## config.mk

```make
export PLATFORM = sky130hd
export DESIGN_NAME = y86_mem_arbiter_flat
export DESIGN_NICKNAME = d
export VERILOG_FILES = /design/src/rtl/y86_mem_arbiter_if.sv /design/src/rtl/y86_mem_arbiter.sv /design/src/flat_wrapper.sv
export SDC_FILE = /design/constraint.sdc
export NUM_CORES = 1
export LEC_CHECK = 0
export CORE_MARGIN = 1
export CORE_UTILIZATION = 25
export CTS_CLUSTER_DIAMETER = 80
export CTS_CLUSTER_SIZE = 20
export DETAILED_ROUTE_END_ITERATION = 10
export GPL_TIMING_DRIVEN = 0
export PLACE_DENSITY_LB_ADDON = 0.08
export SKIP_CTS_REPAIR_TIMING = 1
export SYNTH_ARGS = -nofsm -noshare
export SYNTH_HDL_FRONTEND = slang
export SYNTH_SLANG_ARGS = --single-unit
```

## constraint.sdc

```tcl
create_clock -name clk -period 1.5 [get_ports clk]
set_input_delay 0.225 -clock clk [delete_from_list [all_inputs] [get_ports clk]]
set_output_delay 0.225 -clock clk [all_outputs]
set_load 0.005 [all_outputs]
```

## src/rtl/y86_mem_arbiter_if.sv

```systemverilog
// Request/acknowledge memory bus shared by the y86 masters and the memory.
// The arbiter is a slave on each master port and a master on the memory port.
interface y86_mem_arbiter_if #(
  parameter int AW = 32,
  parameter int DW = 32
);
  logic          req;
  logic          we;
  logic [AW-1:0] addr;
  logic [DW-1:0] wdata;
  logic          ack;
  logic          err;
  logic [DW-1:0] rdata;

  modport master (
    output req, we, addr, wdata,
    input  ack, err, rdata
  );

  modport slave (
    input  req, we, addr, wdata,
    output ack, err, rdata
  );
endinterface

```

## src/rtl/y86_mem_arbiter.sv

```systemverilog
// Round-robin two-master arbiter for the y86 memory bus.
// Define Y86_MEM_ARB_TIMEOUT_EN to add a memory wait timeout with error.
module y86_mem_arbiter #(
  parameter int AW      = 32,
  parameter int DW      = 32,
  parameter int TIMEOUT = 255
) (
  input  logic clk,
  input  logic rst,
  y86_mem_arbiter_if.slave  m0,
  y86_mem_arbiter_if.slave  m1,
  y86_mem_arbiter_if.master mem,
  output logic busy,
  output logic owner
);

  typedef enum logic [1:0] {
    IDLE,
    ACCESS,
    RESP
  } state_t;

  state_t        state;
  logic          req_q;
  logic          we_q;
  logic [AW-1:0] addr_q;
  logic [DW-1:0] wdata_q;
  logic [DW-1:0] rdata0_q;
  logic [DW-1:0] rdata1_q;
  logic          ack0_q;
  logic          ack1_q;
  logic          owner_q;
  logic          any;
  logic          gnt;
  logic          tmo;

  if (TIMEOUT < 1) begin : g_bad_timeout
    $error("TIMEOUT must be at least 1");
  end

  assign any = m0.req | m1.req;
  // owner_q doubles as last_owner: a tie goes to the other port
  assign gnt = m0.req ? (m1.req & ~owner_q) : 1'b1;

`ifdef Y86_MEM_ARB_TIMEOUT_EN
  localparam int CW = ($clog2(TIMEOUT + 1) > 8) ?
                      $clog2(TIMEOUT + 1) : 8;

  logic [CW-1:0] cnt;
  logic          err0_q;
  logic          err1_q;

  assign tmo    = (cnt == CW'(TIMEOUT - 1));
  assign m0.err = err0_q;
  assign m1.err = err1_q;
`else
  assign tmo    = 1'b0;
  assign m0.err = 1'b0;
  assign m1.err = 1'b0;
`endif

  assign mem.req   = req_q;
  assign mem.we    = we_q;
  assign mem.addr  = addr_q;
  assign mem.wdata = wdata_q;
  assign m0.ack    = ack0_q;
  assign m1.ack    = ack1_q;
  assign m0.rdata  = rdata0_q;
  assign m1.rdata  = rdata1_q;
  assign busy      = (state != IDLE);
  assign owner     = owner_q;

  always_ff @(posedge clk) begin
    if (rst) begin
      state    <= IDLE;
      req_q    <= 1'b0;
      we_q     <= 1'b0;
      addr_q   <= '0;
      wdata_q  <= '0;
      rdata0_q <= '0;
      rdata1_q <= '0;
      ack0_q   <= 1'b0;
      ack1_q   <= 1'b0;
      owner_q  <= 1'b1;
`ifdef Y86_MEM_ARB_TIMEOUT_EN
      cnt      <= '0;
      err0_q   <= 1'b0;
      err1_q   <= 1'b0;
`endif
    end else begin
      ack0_q <= 1'b0;
      ack1_q <= 1'b0;
`ifdef Y86_MEM_ARB_TIMEOUT_EN
      err0_q <= 1'b0;
      err1_q <= 1'b0;
`endif
      unique case (state)
        IDLE: begin
          if (any) begin
            state   <= ACCESS;
            req_q   <= 1'b1;
            we_q    <= gnt ? m1.we    : m0.we;
            addr_q  <= gnt ? m1.addr  : m0.addr;
            wdata_q <= gnt ? m1.wdata : m0.wdata;
            owner_q <= gnt;
`ifdef Y86_MEM_ARB_TIMEOUT_EN
            cnt     <= '0;
`endif
          end
        end
        ACCESS: begin
          if (mem.ack || tmo) begin
            state  <= RESP;
            req_q  <= 1'b0;
            ack0_q <= ~owner_q;
            ack1_q <= owner_q;
            if (mem.ack && !we_q) begin
              if (owner_q) rdata1_q <= mem.rdata;
              else         rdata0_q <= mem.rdata;
            end
`ifdef Y86_MEM_ARB_TIMEOUT_EN
            err0_q <= ~mem.ack & ~owner_q;
            err1_q <= ~mem.ack & owner_q;
          end else begin
            cnt <= cnt + 1'b1;
`endif
          end
        end
        RESP:    state <= IDLE;
        default: state <= IDLE;
      endcase
    end
  end

endmodule
```

## src/flat_wrapper.sv

```systemverilog
// flat-port wrapper written by rule: the top's interface ports become plain ports
module y86_mem_arbiter_flat 
#(
  parameter int AW      = 32,
  parameter int DW      = 32,
  parameter int TIMEOUT = 255
)
  (clk, rst, busy, owner, m0_req, m0_we, m0_addr, m0_wdata, m0_ack, m0_err, m0_rdata, m1_req, m1_we, m1_addr, m1_wdata, m1_ack, m1_err, m1_rdata, mem_req, mem_we, mem_addr, mem_wdata, mem_ack, mem_err, mem_rdata);
  y86_mem_arbiter_if #(.AW(AW), .DW(DW)) m0_i ();
  y86_mem_arbiter_if #(.AW(AW), .DW(DW)) m1_i ();
  y86_mem_arbiter_if #(.AW(AW), .DW(DW)) mem_i ();
  input  logic clk;
  input  logic rst;
  output logic busy;
  output logic owner;
  input wire logic [$bits(m0_i.req)-1:0] m0_req;
  input wire logic [$bits(m0_i.we)-1:0] m0_we;
  input wire logic [$bits(m0_i.addr)-1:0] m0_addr;
  input wire logic [$bits(m0_i.wdata)-1:0] m0_wdata;
  output wire logic [$bits(m0_i.ack)-1:0] m0_ack;
  output wire logic [$bits(m0_i.err)-1:0] m0_err;
  output wire logic [$bits(m0_i.rdata)-1:0] m0_rdata;
  input wire logic [$bits(m1_i.req)-1:0] m1_req;
  input wire logic [$bits(m1_i.we)-1:0] m1_we;
  input wire logic [$bits(m1_i.addr)-1:0] m1_addr;
  input wire logic [$bits(m1_i.wdata)-1:0] m1_wdata;
  output wire logic [$bits(m1_i.ack)-1:0] m1_ack;
  output wire logic [$bits(m1_i.err)-1:0] m1_err;
  output wire logic [$bits(m1_i.rdata)-1:0] m1_rdata;
  output wire logic [$bits(mem_i.req)-1:0] mem_req;
  output wire logic [$bits(mem_i.we)-1:0] mem_we;
  output wire logic [$bits(mem_i.addr)-1:0] mem_addr;
  output wire logic [$bits(mem_i.wdata)-1:0] mem_wdata;
  input wire logic [$bits(mem_i.ack)-1:0] mem_ack;
  input wire logic [$bits(mem_i.err)-1:0] mem_err;
  input wire logic [$bits(mem_i.rdata)-1:0] mem_rdata;
  assign m0_i.req = m0_req;
  assign m0_i.we = m0_we;
  assign m0_i.addr = m0_addr;
  assign m0_i.wdata = m0_wdata;
  assign m0_ack = m0_i.ack;
  assign m0_err = m0_i.err;
  assign m0_rdata = m0_i.rdata;
  assign m1_i.req = m1_req;
  assign m1_i.we = m1_we;
  assign m1_i.addr = m1_addr;
  assign m1_i.wdata = m1_wdata;
  assign m1_ack = m1_i.ack;
  assign m1_err = m1_i.err;
  assign m1_rdata = m1_i.rdata;
  assign mem_req = mem_i.req;
  assign mem_we = mem_i.we;
  assign mem_addr = mem_i.addr;
  assign mem_wdata = mem_i.wdata;
  assign mem_i.ack = mem_ack;
  assign mem_i.err = mem_err;
  assign mem_i.rdata = mem_rdata;
  y86_mem_arbiter #(.AW(AW), .DW(DW), .TIMEOUT(TIMEOUT)) u_core (.clk(clk), .rst(rst), .m0(m0_i), .m1(m1_i), .mem(mem_i), .busy(busy), .owner(owner));
endmodule
```

==> results of run 1 <==
registers in the layout, indices dropped and copies added (netlist names):
register,cells
u_core.mem.we,1
u_core.state,2
u_core.m0.ack,1
u_core.owner,1
u_core.mem.req,1
u_core.mem.addr,32
u_core.m1.ack,1
u_core.mem.wdata,32
u_core.m0.rdata,32
u_core.m1.rdata,32
Yosys cell counts (3+ instances only):
library cell	instances	area [um2]
a311oi_1	65	569
buf_6	3	33.8
nand2b_1	97	607
a21oi_1	68	340
dfxtp_1	135	2700
mux2i_1	64	641
buf_2	22	110
nand2_1	3	11.3
o21ai_1	12	60.1
o21ai_0	53	265
clkbuf_1	46	173
buf_4	5	37.5
nand3_1	65	325
worst max-delay path: stages:
cell and delay, ns:
clkdlybuf4s50_1 0.55, nand2_4 0.08, or4b_4 0.48, buf_6 0.15, buf_6 0.15, mux2i_1 0.12
metal layers:
| layer | global-route usage (%) | vias up | part of all wire [%] |
|---|---|---|---|
| li1 | - | 3045 | - |
| met1 | 23.2 | 2890 | 44 |
| met2 | 29.9 | 219 | 47 |
| met3 | 7.26 | 16 | 8.2 |
| met4 | 4.90 | 0 | 1.2 |
| met5 | 0 | - | 0 |
layout make-up:
cell class / instances / area (um2)
Clock inverter: 13 / 98.8
Antenna cell: 1 / 2.50
Buffer: 76 / 498
Inverter: 2 / 7.51
Clock buffer: 19 / 443
Fill cell: 2341 / 12900
Multi-Input combinational cell: 442 / 3020
Sequential cell: 135 / 2740
Tap cell: 319 / 399
Timing Repair Buffer: 305 / 3360
cells by family after synthesis:
kind of cell / after synthesis
compound gates: 199
buf+inv: 79
other cells: 1
flops: 135
mux: 64
simple gates: 177
path summary, 6_finish.rpt:
| path | to | slack (ns) | cells after the start |
|---|---|---|---|
| setup reg to reg | u_core.m1.rdata[23] | 0.04 | 5 |
| hold reg to reg | u_core.mem.req | 0.46 | 2 |
| hold / removal | u_core.m1.rdata[18] | 0.35 | 3 |
| setup / recovery | u_core.m1.rdata[23] | 0.02 | 6 |
per-stage QoR:
| step | setup WS [ns] | util (%) | cell area [um2] | cells | hold WS [ns] |
|---|---|---|---|---|---|
| 2_1_floorplan | 0.105 | - | 5980 | 656 | 0.399 |
| 3_3_place_gp | -0.781 | 39.9 | 9380 | 1274 | 0.448 |
| 3_5_place_dp | -0.786 | 39.9 | 9380 | 1274 | 0.453 |
| 4_1_cts | -0.913 | 42.2 | 9920 | 1306 | 0.372 |
| 5_1_grt | -0.0690 | 45.0 | 10600 | 1312 | 0.387 |
| 6_report | 0.0208 | 45.0 | 10600 | 1312 | 0.354 |
report_power, final:
| part | switching, W | internal (W) |
|---|---|---|
| sequential | 0.000152 | 0.00386 |
| clock | 0.00175 | 0.00218 |
| combinational | 0.000930 | 0.00122 |
==> summary.txt, run 1 <==
Yosys
  – YS warnings: 0
  – Post-synthesis mux area share: 10.7%
  – Register bit total from synthesis: 135
  – Most used DFF post-synth: dfxtp_1
  – Number of flops mapped to enable cells by yosys: 0
  – Register area share after synthesis: 45.2%
  – Post-Synth Simple-Gate Area: 17.1%
  – Cell Area, Synth: 5980 um2
  – Avg Inst Size Synth: 9.13 um2
  – Count of different cell masters after synthesis: 27
  – Adder-cell share of the synthesized area: 0%
  – Fraction of registers with async set/reset: 0%
  – Mapped Cells: 655
  – XOR/XNOR Fraction of Synth Area: 0%
  – Synth Area in Compound Gates: 20.8%
  – Main combinational cell family by area after synthesis: compound AO/OA/AOI/OAI gates

Setup path
  – Arrival time at the worst endpoint: 1.77 ns
  – Worst-path fanout max: 10
  – Reg-to-Reg Start: u_core.state[0]
  – Setup crit start: mem_ack
  – Crit Path Class: in2reg
  – Critical Path RT: 1.79 ns
  – Worst setup EP type: register
  – Startpoint types: input pin

Drt
  – Post-Route WL: 23.6 mm
  – Final antenna-violating net count: 0
  – Vias/cell: 4.70
  – Via count: 6,170
  – DR WL/cell: 18.0 um
  – Initial detailed-routing violation count: 313
  – Residual DRC count: 0
  – DR pass1 iterations: 4

Power
  – Max VDD drop: 0.524 mV
  – Power Density: 955 nW/um2
  – Leak: 5.92 nW
  – Pwr Total: 0.0101 W

Cells and area
  – Most frequent cells in the layout: clkdlybuf4s50_1, dlymetal6s2s_1, dfxtp_1
  – Most common cell after layout, fill and taps aside: clkdlybuf4s50_1
  – Layout net count: 1,147
  – Area Growth Syn to Fin: 76.6%
  – Share of layout cells above drive strength 1: 13.1%

Timing
  – Fin Clk Skew: 0.0160 ns
  – Min Tclk post-route: 1.48 ns
  – Final Hold Viols: 0
  – Setup TNS: 0 ns
  – Final setup viols: 0
  – Slew headroom: 56.3%
  – Worst Max-Slew Pin Slew: 0.656 ns
  – Fin crit share: 98.6%
  – RSZ-0062 raised after global routing: yes
  – Slew Limit Fails: 0
  – Max Freq: 0.676 GHz

Floorplan
  – Top Ports: 304
  – Total die area: 24,500 um2
  – Initial Util: 25.5%
  – Row count: 56
  – Die Height: 157 um
  – Die Span X: 157 um
  – Core Area: 23,500 um2

Global routing
  – Grt total ovfl: 0
  – Antenna violations before repair: 1
  – Vias in the first global route: 6,179
  – First-pass GRT wire length: 34.9 mm
  – Global Route Usage Sum: 18.7%
  – Largest net degree at the start of global routing: 17

CTS
  – Clock slew at reported path FFs: 0.06 ns
  – Worst-Skew Late Latency: 0.42 ns
  – CTS tree: built
  – Longest Clk Path Bufs: 2
  – Clk sinks: 135
  – H-tree levels: 4
  – CTS root buf: clkbuf_16
  – Cts bufs inserted: 17

Placed design
  – Placed wire-length estimate: 17.1 mm
  – # port buffers: 299
  – Routability congestion estimate from global placement: 0.775

Worst hold path
  – Worst Hold Launch: rst
  – Hold/Removal Path Class: in2reg

Outcome
  – Status: completed

Flow run
  – Max cap viols: 0
(Power assumes the default switching activity.)
==> run 2, diff against run 1 <==
--- a/config.mk
+++ b/config.mk
@@ -5,8 +5,8 @@
 export SDC_FILE = /design/constraint.sdc
 export NUM_CORES = 1
 export LEC_CHECK = 0
-export CORE_MARGIN = 1
 export CORE_UTILIZATION = 25
+export CTS_BUF_LIST = sky130_fd_sc_hd__clkbuf_4 sky130_fd_sc_hd__clkbuf_8
 export CTS_CLUSTER_DIAMETER = 80
 export CTS_CLUSTER_SIZE = 20
 export DETAILED_ROUTE_END_ITERATION = 10
==> constraint.sdc (replaced) <==
create_clock -name clk -period 1.7 [get_ports clk]
set_input_delay 0.255 -clock clk [delete_from_list [all_inputs] [get_ports clk]]
set_output_delay 0.255 -clock clk [all_outputs]
set_load 0.005 [all_outputs]
==> run 2 against run 1 <==
  * Critical path depth fell by 5
  * Die area stayed put
  * Critical endpoint is now mem_addr[27]
  * Worst setup slack better by 0.067 ns
  * Final area down 7.3%
==> summary.txt, run 2 (same netlist as run 1, synthesis figures left out) <==
Placed design
  – Routability congestion estimate from global placement: 0.775
  – Placed instance area: 9380 um2
  – Place WS: -0.616 ns
  – Placed wire-length estimate: 17.1 mm
  – # port buffers: 299

Drt
  – Initial detailed-routing violation count: 324
  – Post-Route WL: 23.2 mm
  – DR WL/cell: 17.8 um
  – Final antenna-violating net count: 0
  – Residual DRC count: 0
  – DR pass1 iterations: 4
  – Via count: 6,138
  – Vias/cell: 4.70

Timing
  – Fin Clk Skew: 0.0161 ns
  – Final setup viols: 0
  – Worst setup margin: 0.0877 ns
  – Worst Max-Slew Pin Slew: 0.671 ns
  – Fin crit share: 94.8%
  – Slew Limit Fails: 0
  – Slew headroom: 55.3%
  – Final Hold Viols: 0
  – Max Freq: 0.620 GHz
  – Min Tclk post-route: 1.61 ns

Setup path
  – Crit path cell chain: clkdlybuf4s50_1
  – Worst-path fanout max: 2
  – Crit Path Class: reg2out
  – Crit path buf inv count: 1
  – Worst setup EP type: primary output
  – Startpoint types: register
  – Largest stage delay on the critical path: 0.52 ns
  – Critical Path RT: 1.44 ns
  – Slowest CP cell: clkdlybuf4s50_1
  – Crit-path leading delay family: buffers and inverters
  – Arrival time at the worst endpoint: 1.36 ns

CTS
  – Clock slew at reported path FFs: 0.09 ns
  – Cts bufs inserted: 17
  – CTS root buf: clkbuf_8
  – Clk sinks: 135
  – H-tree levels: 4
  – Longest Clk Path Bufs: 2
  – CTS tree: built
  – Worst-Skew Late Latency: 0.45 ns

Global routing
  – Largest net degree at the start of global routing: 17
  – Grt total ovfl: 0
  – First-pass GRT wire length: 34.8 mm
  – Global Route Usage Sum: 18.7%
  – Antenna violations before repair: 0
  – Vias in the first global route: 6,170

Floorplan
  – Row count: 56
  – Total die area: 24,500 um2
  – Core Area: 23,500 um2
  – Initial Util: 25.5%
  – Top Ports: 304
  – Die Span X: 157 um
  – Die Height: 157 um

Flow run
  – Max cap viols: 0

Power
  – Power Density: 808 nW/um2
  – Max VDD drop: 0.331 mV
  – Leak: 3.59 nW

Cells and area
  – Most frequent cells in the layout: clkdlybuf4s50_1, dfxtp_1, nand2b_1
  – Post-route cell area: 9790 um2
  – Layout net count: 1,141
  – N_diodes: 0
  – Fillers: 2,389
  – Most common cell after layout, fill and taps aside: clkdlybuf4s50_1
  – Area Growth Syn to Fin: 63.8%
  – Share of layout cells above drive strength 1: 8.01%

Outcome
  – Status: completed

Worst hold path
  – Hold/Removal Path Class: in2reg
## run 2: cell types whose count changed in the layout (fill, tap and decap cells not counted), moves of 5 or more
| cell | previous run | this run |
|---|---|---|
| a311oi_1 | 55 | 65 |
| a311oi_2 | 10 | 0 |
| buf_2 | 7 | 16 |
| buf_4 | 13 | 6 |
| buf_6 | 14 | 3 |
| clkbuf_1 | 23 | 38 |
| clkbuf_16 | 17 | 0 |
| clkbuf_2 | 21 | 5 |
| clkbuf_4 | 4 | 9 |
| clkbuf_8 | 1 | 18 |
| clkdlybuf4s50_1 | 166 | 295 |
| dfxtp_1 | 115 | 131 |
| dfxtp_2 | 17 | 3 |
| dlymetal6s2s_1 | 132 | 4 |
## run 2: metrics by stage
step / utilization (%) / instances / TNS, ns / hold slack, ns / power [W]
after CTS: 41.4 / 1306 / -13.54 / 0.343 / 0.00802
after global placement: 39.9 / 1274 / -48.59 / 0.448 / 0.00547
final: 41.7 / 1305 / 0 / 0.348 / 0.00791
after floorplan: - / 656 / 0 / 0.429 / 0.00433
after global routing: 41.7 / 1305 / -0.000433 / 0.373 / 0.00834
after detailed placement: 39.9 / 1274 / -48.92 / 0.453 / 0.00546
## run 2: where the power goes
group          switching [W]  internal [W]  total, W
clock network        0.00144       0.00108   0.00252
registers           0.000142       0.00340   0.00354
logic               0.000788       0.00107   0.00186
## run 2: path summary, 6_finish.rpt
check | startpoint | to | slack, ns | depth (start not counted)
setup / recovery | u_core.mem.addr[27] | mem_addr[27] | 0.09 | 1
hold / removal | rst | u_core.m1.rdata[18] | 0.35 | 3
setup reg to reg | u_core.owner | u_core.mem.addr[23] | 0.14 | 5
hold reg to reg | u_core.mem.req | u_core.mem.req | 0.46 | 2
## run 2: layer usage
layer	track usage [%]	part of all wire [%]	vias to the layer above
met5	0	0	-
met4	5.46	1.5	0
met3	7.17	9.2	23
met2	29.8	46	250
met1	23.2	43	2846
li1	-	-	3019
## run 2: final cells by class
cell class	instances	area, um2	area share [%]
clock inverter	13	98.8	1.01
sequential	135	2710	27.7
clock buffer	19	255	2.61
multi-input combinational	442	2930	30.0
inverter	2	7.51	0.0766
buffer	75	379	3.87
tap	319	399	4.08
timing repair buffer	300	3010	30.7
